<file path="src/rtl/mem_stage_if.sv">
// Data-memory port bundle for mem_stage: single-outstanding request/acknowledge
// bus. The master side issues requests, the slave side answers with ack/rdata.
interface mem_stage_if #(
    parameter int ADDR_W = 32
);
    logic              dmem_req;
    logic              dmem_we;
    logic [ADDR_W-1:0] dmem_addr;
    logic [63:0]       dmem_wdata;
    logic [7:0]        dmem_wstrb;
    logic              dmem_ack;
    logic [63:0]       dmem_rdata;

    modport master (
        output dmem_req, dmem_we, dmem_addr, dmem_wdata, dmem_wstrb,
        input  dmem_ack, dmem_rdata
    );

    modport slave (
        input  dmem_req, dmem_we, dmem_addr, dmem_wdata, dmem_wstrb,
        output dmem_ack, dmem_rdata
    );
endinterface

</file>
<file path="src/rtl/mem_stage.sv">
// Memory-access stage: runs one request/ack transaction per load/store on the
// data-memory port, steers byte lanes, sign/zero-extends loads and registers
// the outcome toward write-back. Non-memory ops pass straight through.
// Optional build macro MEM_MISALIGN_CHECK_EN: when defined, misaligned
// half/word/double accesses are not issued and complete at once with the
// misalign flag set; when undefined every access is issued.
module mem_stage #(
    parameter int ADDR_W = 32
) (
    input  logic        clk,
    input  logic        rst,
    input  logic        in_valid,
    output logic        in_ready,
    input  logic [63:0] result,
    input  logic [63:0] store_data,
    input  logic        mem_rw,
    input  logic        is_load,
    input  logic [2:0]  func3,
    input  logic [4:0]  rd,
    input  logic        reg_write,
    mem_stage_if.master dmem,
    output logic        wb_valid,
    output logic [4:0]  wb_rd,
    output logic [63:0] wb_data,
    output logic        wb_reg_write,
    output logic        stall,
    output logic        misalign
);
    localparam logic [0:0] IDLE   = 1'b0;
    localparam logic [0:0] ACCESS = 1'b1;

    // Access size code: 0 byte, 1 half, 2 word, 3 double. Undefined encodings
    // (store 1xx, load 111) fall back to a double-word access.
    function automatic logic [1:0] size_code(input logic is_store, input logic [2:0] f3);
        if (is_store)
            return f3[2] ? 2'd3 : f3[1:0];
        else
            return (f3 == 3'b111) ? 2'd3 : f3[1:0];
    endfunction

    // Byte strobes for the access; lanes shifted past lane 7 are dropped.
    function automatic logic [7:0] lane_strobe(input logic [1:0] sz, input logic [2:0] off);
        logic [7:0] base;
        case (sz)
            2'd0:    base = 8'h01;
            2'd1:    base = 8'h03;
            2'd2:    base = 8'h0F;
            default: base = 8'hFF;
        endcase
        return base << off;
    endfunction

    // Pull the addressed bytes down to lane 0 and extend to 64 bits.
    function automatic logic [63:0] load_extend(input logic [63:0] rdata,
                                                input logic [2:0]  off,
                                                input logic [2:0]  f3);
        logic [63:0] sh;
        logic [63:0] ext;
        sh = rdata >> {off, 3'b000};
        case (size_code(1'b0, f3))
            2'd0:    ext = f3[2] ? {56'd0, sh[7:0]}  : {{56{sh[7]}},  sh[7:0]};
            2'd1:    ext = f3[2] ? {48'd0, sh[15:0]} : {{48{sh[15]}}, sh[15:0]};
            2'd2:    ext = f3[2] ? {32'd0, sh[31:0]} : {{32{sh[31]}}, sh[31:0]};
            default: ext = sh;
        endcase
        return ext;
    endfunction

`ifdef MEM_MISALIGN_CHECK_EN
    // Natural alignment check: offset must be a multiple of the access size.
    function automatic logic is_misaligned(input logic [1:0] sz, input logic [2:0] off);
        case (sz)
            2'd0:    return 1'b0;
            2'd1:    return off[0];
            2'd2:    return off[1:0] != 2'b00;
            default: return off != 3'b000;
        endcase
    endfunction
`endif

    logic [0:0]        state_p0;
    logic [ADDR_W-1:0] addr_p0;
    logic              we_p0;
    logic [2:0]        off_p0;
    logic [2:0]        f3_p0;
    logic [63:0]       wdata_p0;
    logic [7:0]        wstrb_p0;
    logic [4:0]        rd_p0;
    logic              rw_p0;

    logic              vld_p1;
    logic [63:0]       wb_data_p1;
    logic [4:0]        wb_rd_p1;
    logic              wb_rw_p1;

    logic              mem_op;
    logic [1:0]        acc_size;
    logic              mis_now;
    logic              accept;
    logic              issue;
    logic              finish_now;
    logic              ack_now;

    assign mem_op   = mem_rw | is_load;
    assign acc_size = size_code(mem_rw, func3);
`ifdef MEM_MISALIGN_CHECK_EN
    assign mis_now  = mem_op & is_misaligned(acc_size, result[2:0]);
`else
    assign mis_now  = 1'b0;
`endif
    assign accept     = in_valid & (state_p0 == IDLE);
    assign issue      = accept & mem_op & ~mis_now;
    assign finish_now = accept & ~issue;
    assign ack_now    = (state_p0 == ACCESS) & dmem.dmem_ack;

    // ---- stage p0: accept / memory transaction ----

`ifdef MEM_MISALIGN_CHECK_EN
    logic mis_p1;

    // Misalign flag pulses together with the write-back valid.
    always_ff @(posedge clk) begin
        if (rst) mis_p1 <= 1'b0;
        else     mis_p1 <= finish_now & mis_now;
    end

    assign misalign = mis_p1;
`else
    assign misalign = 1'b0;
`endif

    // Control: IDLE/ACCESS sequencing and the one-cycle write-back pulse.
    always_ff @(posedge clk) begin
        if (rst) begin
            state_p0 <= IDLE;
            vld_p1   <= 1'b0;
        end else begin
            vld_p1 <= finish_now | ack_now;
            if (issue)
                state_p0 <= ACCESS;
            else if (ack_now)
                state_p0 <= IDLE;
        end
    end

    // Request fields latched at accept and held for the whole transaction.
    always_ff @(posedge clk) begin
        if (issue) begin
            addr_p0  <= {result[ADDR_W-1:3], 3'b000};
            we_p0    <= mem_rw;
            off_p0   <= result[2:0];
            f3_p0    <= func3;
            wdata_p0 <= store_data << {result[2:0], 3'b000};
            wstrb_p0 <= lane_strobe(acc_size, result[2:0]);
            rd_p0    <= rd;
            rw_p0    <= reg_write & (rd != 5'd0);
        end
    end

    // ---- stage p1: write-back register ----

    // Write-back payload from either an immediate completion or the memory ack.
    always_ff @(posedge clk) begin
        if (finish_now) begin
            wb_data_p1 <= result;
            wb_rd_p1   <= rd;
            wb_rw_p1   <= reg_write & (rd != 5'd0) & ~mem_op;
        end else if (ack_now) begin
            wb_data_p1 <= we_p0 ? 64'd0 : load_extend(dmem.dmem_rdata, off_p0, f3_p0);
            wb_rd_p1   <= rd_p0;
            wb_rw_p1   <= ~we_p0 & rw_p0;
        end
    end

    // Data outputs are gated by their qualifiers so idle/reset values read 0.
    assign in_ready        = (state_p0 == IDLE);
    assign stall           = in_valid & ~in_ready;
    assign dmem.dmem_req   = (state_p0 == ACCESS);
    assign dmem.dmem_we    = dmem.dmem_req & we_p0;
    assign dmem.dmem_addr  = dmem.dmem_req ? addr_p0  : '0;
    assign dmem.dmem_wdata = dmem.dmem_req ? wdata_p0 : 64'd0;
    assign dmem.dmem_wstrb = dmem.dmem_req ? wstrb_p0 : 8'd0;
    assign wb_valid        = vld_p1;
    assign wb_rd           = vld_p1 ? wb_rd_p1   : 5'd0;
    assign wb_data         = vld_p1 ? wb_data_p1 : 64'd0;
    assign wb_reg_write    = vld_p1 & wb_rw_p1;
endmodule
</file>
<file path="src/flat_wrapper.sv">
// flat-port wrapper written by rule: the top's interface ports become plain ports
module mem_stage_flat 
#(
    parameter int ADDR_W = 32
)
  (clk, rst, in_valid, in_ready, result, store_data, mem_rw, is_load, func3, rd, reg_write, wb_valid, wb_rd, wb_data, wb_reg_write, stall, misalign, dmem_dmem_req, dmem_dmem_we, dmem_dmem_addr, dmem_dmem_wdata, dmem_dmem_wstrb, dmem_dmem_ack, dmem_dmem_rdata);
  mem_stage_if #(.ADDR_W(ADDR_W)) dmem_i ();
  input  logic clk;
  input  logic rst;
  input  logic in_valid;
  output logic in_ready;
  input  logic [63:0] result;
  input  logic [63:0] store_data;
  input  logic mem_rw;
  input  logic is_load;
  input  logic [2:0] func3;
  input  logic [4:0] rd;
  input  logic reg_write;
  output logic wb_valid;
  output logic [4:0] wb_rd;
  output logic [63:0] wb_data;
  output logic wb_reg_write;
  output logic stall;
  output logic misalign;
  output wire logic [$bits(dmem_i.dmem_req)-1:0] dmem_dmem_req;
  output wire logic [$bits(dmem_i.dmem_we)-1:0] dmem_dmem_we;
  output wire logic [$bits(dmem_i.dmem_addr)-1:0] dmem_dmem_addr;
  output wire logic [$bits(dmem_i.dmem_wdata)-1:0] dmem_dmem_wdata;
  output wire logic [$bits(dmem_i.dmem_wstrb)-1:0] dmem_dmem_wstrb;
  input wire logic [$bits(dmem_i.dmem_ack)-1:0] dmem_dmem_ack;
  input wire logic [$bits(dmem_i.dmem_rdata)-1:0] dmem_dmem_rdata;
  assign dmem_dmem_req = dmem_i.dmem_req;
  assign dmem_dmem_we = dmem_i.dmem_we;
  assign dmem_dmem_addr = dmem_i.dmem_addr;
  assign dmem_dmem_wdata = dmem_i.dmem_wdata;
  assign dmem_dmem_wstrb = dmem_i.dmem_wstrb;
  assign dmem_i.dmem_ack = dmem_dmem_ack;
  assign dmem_i.dmem_rdata = dmem_dmem_rdata;
  mem_stage #(.ADDR_W(ADDR_W)) u_core (.clk(clk), .rst(rst), .in_valid(in_valid), .in_ready(in_ready), .result(result), .store_data(store_data), .mem_rw(mem_rw), .is_load(is_load), .func3(func3), .rd(rd), .reg_write(reg_write), .dmem(dmem_i), .wb_valid(wb_valid), .wb_rd(wb_rd), .wb_data(wb_data), .wb_reg_write(wb_reg_write), .stall(stall), .misalign(misalign));
endmodule
</file>
<file path="config.mk">
export PLATFORM = sky130hd
export DESIGN_NAME = mem_stage_flat
export DESIGN_NICKNAME = d
export VERILOG_FILES = /design/src/rtl/mem_stage_if.sv /design/src/rtl/mem_stage.sv /design/src/flat_wrapper.sv
export SDC_FILE = /design/constraint.sdc
export NUM_CORES = 1
export LEC_CHECK = 0
export ABC_CLOCK_PERIOD_IN_PS = 22600
export CORE_MARGIN = 5
export CORE_UTILIZATION = 52
export CTS_BUF_LIST = sky130_fd_sc_hd__clkbuf_4 sky130_fd_sc_hd__clkbuf_8
export DETAILED_ROUTE_END_ITERATION = 7
export GPL_ROUTABILITY_DRIVEN = 0
export PLACE_DENSITY = 0.95
export SYNTH_ARGS = -nofsm -noshare
export SYNTH_HDL_FRONTEND = slang
export SYNTH_SLANG_ARGS = --single-unit
</file>
<file path="constraint.sdc">
create_clock -name clk -period 22.6 [get_ports clk]
set_input_delay 4.52 -clock clk [delete_from_list [all_inputs] [get_ports clk]]
set_output_delay 4.52 -clock clk [all_outputs]
set_load 0.05 [all_outputs]
</file>
Yosys cells after proc, flatten, opt, wreduce, memory -nomap -nowiden
Index checks and enable logic that the tools add are counted.
{"block": "totals", "ff_bits": 186, "out_inout_bits": 180, "elab_cells": 69, "in_bits": 207}
{"block": "classes", "shifts": 3, "muxes": 26, "n_eq_ne": 6, "n_bitwise": 16, "reduce_logical": 5}
{"operator": "2-to-1 mux 64 bit", "n": 8}
{"operator": "one-hot mux 64 bit (3 select lines)", "n": 1}
{"operator": "<< shifter 64 x 6 -> 64 bit", "n": 1}
{"operator": ">> shifter 64 x 6 -> 64 bit", "n": 1}
{"operator": "2-to-1 mux 32 bit", "n": 1}
{"operator": "one-hot mux 8 bit (3 select lines)", "n": 1}
{"operator": "2-to-1 mux 8 bit", "n": 2}
{"operator": "2-to-1 mux 5 bit", "n": 3}
{"operator": "2-to-1 mux 2 bit", "n": 6}
{"operator": "bitwise AND 1 bit", "n": 10}
{"operator": "<< shifter 8 x 3 -> 8 bit", "n": 1}
{"operator": "== test 3 bit (second input constant)", "n": 2}
{"operator": "nonzero test 5 bit", "n": 1}
{"operator": "== test 2 x 1 -> 1 bit (second input constant)", "n": 2}
{"operator": "== test 2 bit (second input constant)", "n": 2}
{"operator": "logical NOT 2 bit", "n": 2}
{"operator": "2-to-1 mux 1 bit", "n": 4}
{"operator": "NOT 1 bit", "n": 4}
{"operator": "nonzero test 2 bit", "n": 2}
{"operator": "bitwise OR 1 bit", "n": 2}

Logic depth before layout (Yosys ltp)
Gate-level depths: netlist (run 1).
{"block": "logic_depth", "ltp_word": 11, "ltp_mapped": 9}

Worst setup path before layout (run 1)
No wires, ideal clock.
{"block": "synth_path", "path_type": "input port to flip-flop", "startpoint": "input mem_rw", "endpoint": "register u_core.addr_p0[10], enable pin", "stages": 2, "t_arrival_ns": 12.865, "setup_slack_ns": 8.981, "n_path_buf": 0, "required_ns": 21.847, "setup_ns": 0.753, "cell_sequence": "nor2_1 -> nor3b_1"}
{"block": "synth_between", "elab_chain_cells": 2}
{"item": "start: declaration", "line": "flat_wrapper.sv:14", "source": "input logic mem_rw;"}
{"item": "bitwise OR 1 bit", "line": "mem_stage.sv:104", "source": "assign mem_op = mem_rw | is_load;"}
{"item": "bitwise AND 1 bit", "line": "mem_stage.sv:112", "source": "assign issue = accept & mem_op & ~mis_now;"}
{"item": "net u_core.issue", "line": "mem_stage.sv:100", "source": "logic issue;"}
{"item": "end signal: assignment", "line": "mem_stage.sv:149", "source": "addr_p0 <= {result[ADDR_W-1:3], 3'b000};"}
{"item": "end: declaration", "line": "mem_stage.sv:82", "source": "logic [ADDR_W-1:0] addr_p0;"}
The timed path passes the listed nets, and every way through them passes these cells.
A chain may end at the register's enable or synchronous reset.

Worst setup path after layout (run 1)
{"block": "layout_path", "startpoint": "input in_valid", "endpoint": "output stall"}
{"block": "layout_between", "elab_chain_cells": 1}
{"item": "start: declaration", "line": "flat_wrapper.sv:10", "source": "input logic in_valid;"}
{"item": "bitwise AND 1 bit", "line": "mem_stage.sv:177", "source": "assign stall = in_valid & ~in_ready;"}
{"item": "end: declaration", "line": "flat_wrapper.sv:23", "source": "output logic stall;"}
Every way passes these cells.

==> flow_summary.rst, run 1 <==
.. list-table::
   :header-rows: 1

   * - Metric
     - Value
   * - Launch point of the worst reg-to-reg path
     - u_core.dmem.dmem_req
   * - Count of pins on the block boundary
     - 387
   * - Post-Route Setup TNS
     - 0 ns
   * - Utilization of the core after routing
     - 72.53%
   * - Share of flip-flops with an asynchronous set or reset after synthesis
     - 0%
   * - Most common cell in the netlist
     - sky130_fd_sc_hd__and2_1
   * - Multi-input logic area
     - about 5500 um^2
   * - Class of the worst hold path
     - reg2reg
   * - Sequential standard cell area
     - 5568 um^2
   * - Number of H-tree branching levels
     - 4
   * - Remaining number of nets flagged by the antenna check after routing
     - 0
   * - Fin Hold WS
     - 0.5666 ns
   * - Total number of nets in the final design
     - 1639
   * - Worst-case clock buffer depth
     - 2
   * - Number of hold violations in the final report
     - 0
   * - Post-cts sizing count
     - 0
   * - Clock buffers created by TritonCTS
     - 17
   * - Transition time at the pin with the least slew margin
     - ~1.2 ns
   * - Area growth, synth to finish
     - 36.89%
   * - Fraction of the cycle the final worst path needs
     - 46.21%
   * - Dominant register cell in the synthesized netlist
     - sky130_fd_sc_hd__edfxtp_1
   * - Area enclosed by the die boundary
     - 25390 um^2
   * - Setup Buffers After CTS
     - 0
   * - Setup WS post-layout
     - about 12 ns
   * - Leak Pwr
     - 0.005747 uW
   * - Final routed wire length divided by cell count
     - 23.94 um
   * - Worst r2r dst
     - u_core.wb_data_p1[19]
   * - Buffer type at the clock tree root
     - sky130_fd_sc_hd__clkbuf_8
   * - Hold path depth
     - 1
   * - Number of I/O port buffers
     - 382
   * - Number of inserted filler cells in the final layout
     - between 1000 and 1500
   * - Worst Hold Launch
     - u_core.rd_p0[3]
   * - Pre-Repair DR Iteration Count
     - 5
   * - Setup Slack @ Placement
     - 12.15 ns
   * - Register-to-register path setup slack
     - 18.96 ns
   * - Pwr Density
     - around 57 nW/um^2
   * - Number of cell instances on the worst register-to-register path
     - 6
   * - Share of post-route cells with drive strength above 1
     - 9.896%
   * - RSZ-0062 raised after global routing
     - false
   * - DRC Markers
     - 0
   * - Cell types with the highest counts after synthesis
     - sky130_fd_sc_hd__and2_1 (187), sky130_fd_sc_hd__edfxtp_1 (184), sky130_fd_sc_hd__nand2_1 (107)
   * - Synth cell types
     - 55
   * - Count of yosys warnings during synthesis
     - 0
   * - Initial Utilization
     - 52.98%
   * - Worst Path Max Fanout
     - 3
   * - Final standard cell area without fillers
     - 15880 um^2
   * - Maximum operating frequency
     - 0.09576 GHz
   * - Relative slew margins
     - 18.55%
   * - Worst Path Required
     - 18.08 ns
   * - Largest area contributor in the synthesized netlist
     - sky130_fd_sc_hd__edfxtp_1
   * - Number of antenna violations at the first check in global routing
     - 10
   * - Placed cell areas
     - between 15000 and 20000 um^2
   * - Data arrival time at the worst-slack endpoint
     - 5.92 ns
   * - Final WL
     - 41490 um
   * - Endpoint type of the worst setup path
     - primary output
   * - Count of flip-flops with a built-in enable after synthesis
     - roughly 180
   * - Vias per std cell
     - 6.163
   * - Run status
     - completed
   * - Critical path start-end classification
     - in2out
   * - Peak supply drop
     - 0.03481 mV
   * - Via count of the first global-routing pass
     - between 10000 and 15000
   * - Die Y
     - approximately 160 um
   * - Netlist area before placement
     - between 10000 and 15000 um^2
   * - Slew Limit Fails
     - 0
   * - CTS tree
     - built
   * - Maximum number of pins on one net before global-route repair
     - 104
   * - Global-route wire length before repair
     - roughly 62000 um
   * - Total via count after detailed routing
     - 10681
   * - Hold bufs inserted after CTS
     - 0
   * - Clock transition at the registers of the reported paths
     - 0.12 ns
   * - Floorplan die width
     - 159.4 um
   * - Max-cap violations
     - 0
   * - Cells after Synth
     - ~1100
   * - Placeable core area
     - 21890 um^2
   * - Critical path launch point type
     - primary input
   * - Average footprint of a synthesized cell
     - between 10 and 15 um^2
   * - Detailed placement HPWL
     - 30550 um
   * - Detailed router's first-iteration violation count
     - 1136
   * - Endpoint, Worst Hold
     - u_core.wb_rd_p1[3]
   * - Overall fraction of global-route tracks in use
     - 31.55%
   * - Most area-consuming cells after synthesis
     - sky130_fd_sc_hd__edfxtp_1 (48%), sky130_fd_sc_hd__and2_1 (10%), sky130_fd_sc_hd__mux2_2 (5.6%)
   * - Sinks on Clock Net
     - 186
   * - Top-area cell type share of the netlist area
     - 47.64%
   * - Clk Latency, worst-skew pair
     - 0.48 ns
   * - Crit path time final
     - 10.44 ns
   * - Flip-flop and latch count after synthesis
     - 186
   * - Final setup skew
     - 0.01363 ns
   * - Std cell rows
     - between 50 and 60
   * - Share of the yosys chip area belonging to registers
     - roughly 48%
   * - Overflow left after global routing
     - 0
   * - Finish-stage setup viols
     - 0
==> state kept, by name, indices dropped and copies added, names as in the netlist <==
| name | cells |
|---|---|
| u_core.addr_p0 | 29 |
| u_core.dmem.dmem_req | 1 |
| u_core.f3_p0 | 3 |
| u_core.off_p0 | 3 |
| u_core.rd_p0 | 5 |
| u_core.rw_p0 | 1 |
| u_core.wb_data_p1 | 64 |
| u_core.wb_rd_p1 | 5 |
| u_core.wb_rw_p1 | 1 |
| u_core.wb_valid | 1 |
| u_core.wdata_p0 | 64 |
| u_core.we_p0 | 1 |
| u_core.wstrb_p0 | 8 |
==> cells by family (layout without fill, tap and decap cells) <==
| family | count (synthesis) | in the layout | synth area share, % |
|---|---|---|---|
| AOI/OAI and AO/OA | 262 | 262 | 15.02 |
| buffers and inverters | 121 | 443 | 4.466 |
| DFF | 186 | 186 | 47.98 |
| muxes | 135 | 135 | 13.89 |
| other | 1 | 12 | 0.03233 |
| and+or+nand+nor | 415 | 415 | 18.61 |
==> area by class of cell <==
type                    count  share of cell area, %
repair buffers            393                  24.52
clock inverters            15                  1.245
diodes                      8                 0.1261
multi-input cells         816                  34.93
flip-flops and latches    186                  35.07
inverters                  18                 0.4255
clock buffers              17                  1.474
well taps                 280                  2.206
==> worst max-delay path, cell delays in order <==
cell and delay, ns:
sky130_fd_sc_hd__clkdlybuf4s50_1 0.48, sky130_fd_sc_hd__and2_1 0.12, sky130_fd_sc_hd__clkdlybuf4s50_1 0.80
==> worst max path at each step <==
stage	to	cells after the start	start	slack (ns)
2_1_floorplan	u_core.addr_p0[10]	2	mem_rw	8.98
3_3_place_gp	stall	3	in_valid	12.14
3_5_place_dp	stall	3	in_valid	12.15
4_1_cts	stall	3	in_valid	12.15
5_1_grt	stall	3	in_valid	12.12
6_report	stall	3	in_valid	12.16
==> routing by layer <==
metal	vias to the layer above	wire length, um	global-route usage (%)
met2	800	19960	52.49
met3	170	4638	9.682
met5	-	32	0
li1	4704	-	-
met1	5003	13810	35.54
met4	4	3042	19.27
==> metrics by stage <==
stage	power (uW)	instances
final	900.6	1733
after global routing	932.2	1733
after CTS	898.5	1725
after detailed placement	662.8	1693
after global placement	656.4	1693
after floorplan	568.2	1123
==> placed cells by master, fill, tap and decap left out, types with 5 or more instances in the layout <==
cell	synthesis	routed
sky130_fd_sc_hd__a2111oi_0	7	7
sky130_fd_sc_hd__mux4_2	15	15
sky130_fd_sc_hd__buf_4	7	12
sky130_fd_sc_hd__clkdlybuf4s50_1	0	379
sky130_fd_sc_hd__o22ai_1	32	32
sky130_fd_sc_hd__nor2_1	81	81
sky130_fd_sc_hd__clkinv_8	0	5
sky130_fd_sc_hd__nand2_1	107	107
sky130_fd_sc_hd__a21oi_1	51	51
sky130_fd_sc_hd__clkbuf_8	0	17
sky130_fd_sc_hd__inv_1	17	17
sky130_fd_sc_hd__a2bb2oi_1	7	7
sky130_fd_sc_hd__nor2b_1	13	13
sky130_fd_sc_hd__mux2_2	58	58
sky130_fd_sc_hd__o31ai_2	11	11
sky130_fd_sc_hd__o21ai_0	82	82
sky130_fd_sc_hd__a31oi_1	14	14
sky130_fd_sc_hd__a221o_1	23	23
sky130_fd_sc_hd__diode_2	0	8
sky130_fd_sc_hd__a211oi_1	10	10
sky130_fd_sc_hd__mux2i_1	62	62
sky130_fd_sc_hd__and2_1	187	187
sky130_fd_sc_hd__edfxtp_1	184	184
sky130_fd_sc_hd__nand2b_1	10	10
==> report_power, final <==
part	internal [uW]	total, uW	switching (uW)	leakage [uW]
registers	408	416	7.70	0.00179
logic	98.6	244	145	0.00374
clock network	95.6	241	145	0.000215
total	602	901	298	0.00575
No activity file was read; power rests on OpenSTA's default activity.
==> run 2: changes to the inputs <==
Settings changed: ABC_CLOCK_PERIOD_IN_PS 22600 to 9300, CORE_UTILIZATION 52 to 43, PLACE_DENSITY 0.95 to 0.86.
Clock period 22.6 ns to 9.3 ns, I/O delays scaled along.
==> run 2 against run 1 <==
  * Clock skew increased by 0.010 ns
  * Clock power increased by 120%
  * Combinational power increased by 140%
  * Die area increased by 20%
  * Global-route usage decreased by 5.8 points
  * Power increased by 140%
  * Non-clock buffer count decreased by 1
  * Wire length decreased by 0.35%
  * Largest cell class unchanged
  * Largest power group unchanged
  * Highest routed layer unchanged
==> flow_summary.rst, run 2 (synthesis results as in run 1) <==
.. list-table::
   :header-rows: 1

   * - Metric
     - Value
   * - Via count of the first global-routing pass
     - 10060 (-3.2%)
   * - Area enclosed by the die boundary
     - 30360 um^2 (+20%)
   * - Combined buffer and inverter count along the critical path
     - 2 (unchanged)
   * - Endpoint type of the worst setup path
     - primary output
   * - Number of inserted filler cells in the final layout
     - 2234 (+52%)
   * - Remaining number of nets flagged by the antenna check after routing
     - 0 (unchanged)
   * - Sequential standard cell area
     - 5568 um^2 (unchanged)
   * - Cell type with the highest occurrence count on the critical path
     - sky130_fd_sc_hd__clkdlybuf4s50_1
   * - Number of H-tree branching levels
     - 4 (unchanged)
   * - Pwr Density
     - 134.6 nW/um^2 (+140%)
   * - Setup Slack @ Placement
     - 3.997 ns (-8.154 ns)
   * - Largest registers
     - u_core.wb_data_p1: 64 flops, u_core.wdata_p0: 64 flops, u_core.addr_p0: 29 flops
   * - Total via count after detailed routing
     - 10304 (-3.5%)
   * - Number of antenna violations at the first check in global routing
     - 5 (-5)
   * - Transition time at the pin with the least slew margin
     - 1.115 ns (-0.1026 ns)
   * - Cell count after placement
     - 1752 (+3.5%)
   * - Area growth, synth to finish
     - 37.06%
   * - CTS tree
     - built
   * - Overflow left after global routing
     - 0 (unchanged)
   * - Data arrival time at the worst-slack endpoint
     - 3.31 ns (-2.61 ns)
   * - Critical path launch point type
     - primary input
   * - Worst Path Required
     - 7.44 ns (-10.64 ns)
   * - Finish-stage setup viols
     - 0 (unchanged)
   * - Post-layout instance count excluding filler cells
     - 1789 (+3.2%)
   * - Register-to-register path setup slack
     - 5.15 ns (-13.81 ns)
   * - Global-route wire length before repair
     - 60630 um (-2.4%)
   * - Hold bufs inserted after CTS
     - 0 (unchanged)
   * - Leak Pwr
     - 0.005719 uW (-0.48%)
   * - Critical-path cell with the highest stage delay
     - sky130_fd_sc_hd__clkdlybuf4s50_1
   * - Detailed placement HPWL
     - 30770 um (+0.71%)
   * - Setup Buffers After CTS
     - 0 (unchanged)
   * - Clock transition at the registers of the reported paths
     - 0.11 ns (about the same)
   * - Multi-input logic area
     - 5555 um^2 (+0.16%)
   * - Count of pins on the block boundary
     - 387 (unchanged)
   * - Number of I/O port buffers
     - 382 (unchanged)
   * - Commonest non-fill, non-tap cell in the layout
     - sky130_fd_sc_hd__clkdlybuf4s50_1
   * - Post-Route Setup TNS
     - 0 ns (unchanged)
   * - Initial Utilization
     - 43.40% (-9.6 points)
   * - Crit-path max cell delay
     - 0.81 ns (about the same)
   * - Setup WS post-layout
     - 4.131 ns (-8.025 ns)
   * - Vias per std cell
     - 5.760 (-6.5%)
   * - Class of the worst hold path
     - reg2reg
   * - Fin Hold WS
     - 0.5678 ns (+0.001196 ns)
   * - Run status
     - completed
   * - Critical path's top delay family
     - buffers and inverters
   * - Worst-case clock buffer depth
     - 2 (unchanged)
   * - Pre-Repair DR Iteration Count
     - 7 (+2)
   * - Maximum operating frequency
     - 0.1935 GHz
   * - Crit path time final
     - 5.169 ns
   * - Total number of nets in the final design
     - 1638 (-0.061%)
   * - Die Y
     - 174.2 um (+9.3%)
   * - Max-cap violations
     - 0 (unchanged)
   * - RSZ-0062 raised after global routing
     - false
   * - Final routed wire length divided by cell count
     - 23.11 um (-3.5%)
   * - Placeable core area
     - 26730 um^2 (+22%)
   * - Clock buffers created by TritonCTS
     - 17 (unchanged)
   * - Number of hold violations in the final report
     - 0 (unchanged)
   * - Slew Limit Fails
     - 0 (unchanged)
   * - Share of post-route cells with drive strength above 1
     - 9.903% (about the same)
   * - Sinks on Clock Net
     - 186 (unchanged)
   * - Peak supply drop
     - 0.1326 mV (+280%)
   * - Overall fraction of global-route tracks in use
     - 25.79% (-5.8 points)
   * - Worst Path Max Fanout
     - 3 (unchanged)
   * - Final WL
     - 41340 um (-0.35%)
   * - DRC Markers
     - 0 (unchanged)
   * - Cell-by-cell listing of the critical path
     - clkdlybuf4s50_1 -> and2_1 -> clkdlybuf4s50_1
   * - Std cell rows
     - 60 (+11%)
   * - Highest-count cells in the layout ignoring fill and taps
     - sky130_fd_sc_hd__clkdlybuf4s50_1 (379), sky130_fd_sc_hd__and2_1 (187), sky130_fd_sc_hd__edfxtp_1 (184)
   * - Buffer type at the clock tree root
     - sky130_fd_sc_hd__clkbuf_8
   * - Clk Latency, worst-skew pair
     - 0.48 ns (about the same)
   * - Post-cts sizing count
     - 0 (unchanged)
   * - Maximum number of pins on one net before global-route repair
     - 104 (unchanged)
   * - Final setup skew
     - 0.02409 ns (+0.01045 ns)
   * - Relative slew margins
     - 25.51% (+7.0 points)
   * - Floorplan die width
     - 174.2 um (+9.3%)
   * - Final Power
     - 2140 uW (+140%)
   * - Critical path start-end classification
     - in2out
   * - Fraction of the cycle the final worst path needs
     - 55.58%
   * - Detailed router's first-iteration violation count
     - 1200 (+5.6%)
==> run 2: cell type report <==
cell class                      instances  area share (%)
Clock buffer                           18           1.558
Timing Repair Buffer                  392           24.49
Sequential cell                       186           35.03
Antenna cell                            4         0.06297
Inverter                               18          0.4250
Tap cell                              341           2.684
Multi-Input combinational cell        816           34.95
Clock inverter                         14          0.8028
==> run 2: report_power, final <==
group          switching [uW]  internal, uW  total (uW)
logic                     348           240         588
registers                21.1           992        1010
clock network             337           202         539
==> run 2: per-layer routing <==
layer | wire (um) | share of wire (%) | track usage (%)
met2 | 20500 | 50 | 45.42
met5 | 20 | 0.048 | 0
met4 | 1868 | 4.5 | 11.02
met3 | 4329 | 10 | 7.395
met1 | 14620 | 35 | 29.22
==> run 2: path summary, 6_finish.rpt <==
check,startpoint,end,cells past startpoint
hold / removal,u_core.rd_p0[4],u_core.wb_rd_p1[4],1
setup / recovery,in_valid,stall,3
setup reg to reg,u_core.dmem.dmem_req,u_core.wb_data_p1[16],7
hold reg to reg,u_core.rd_p0[4],u_core.wb_rd_p1[4],1
==> run 2: stage by stage <==
step	utilization, %	area (um^2)
3_3_place_gp	57.98	15500
4_1_cts	59.39	15870
6_report	59.48	15900
5_1_grt	59.48	15900
3_5_place_dp	57.98	15500
2_1_floorplan	-	11610
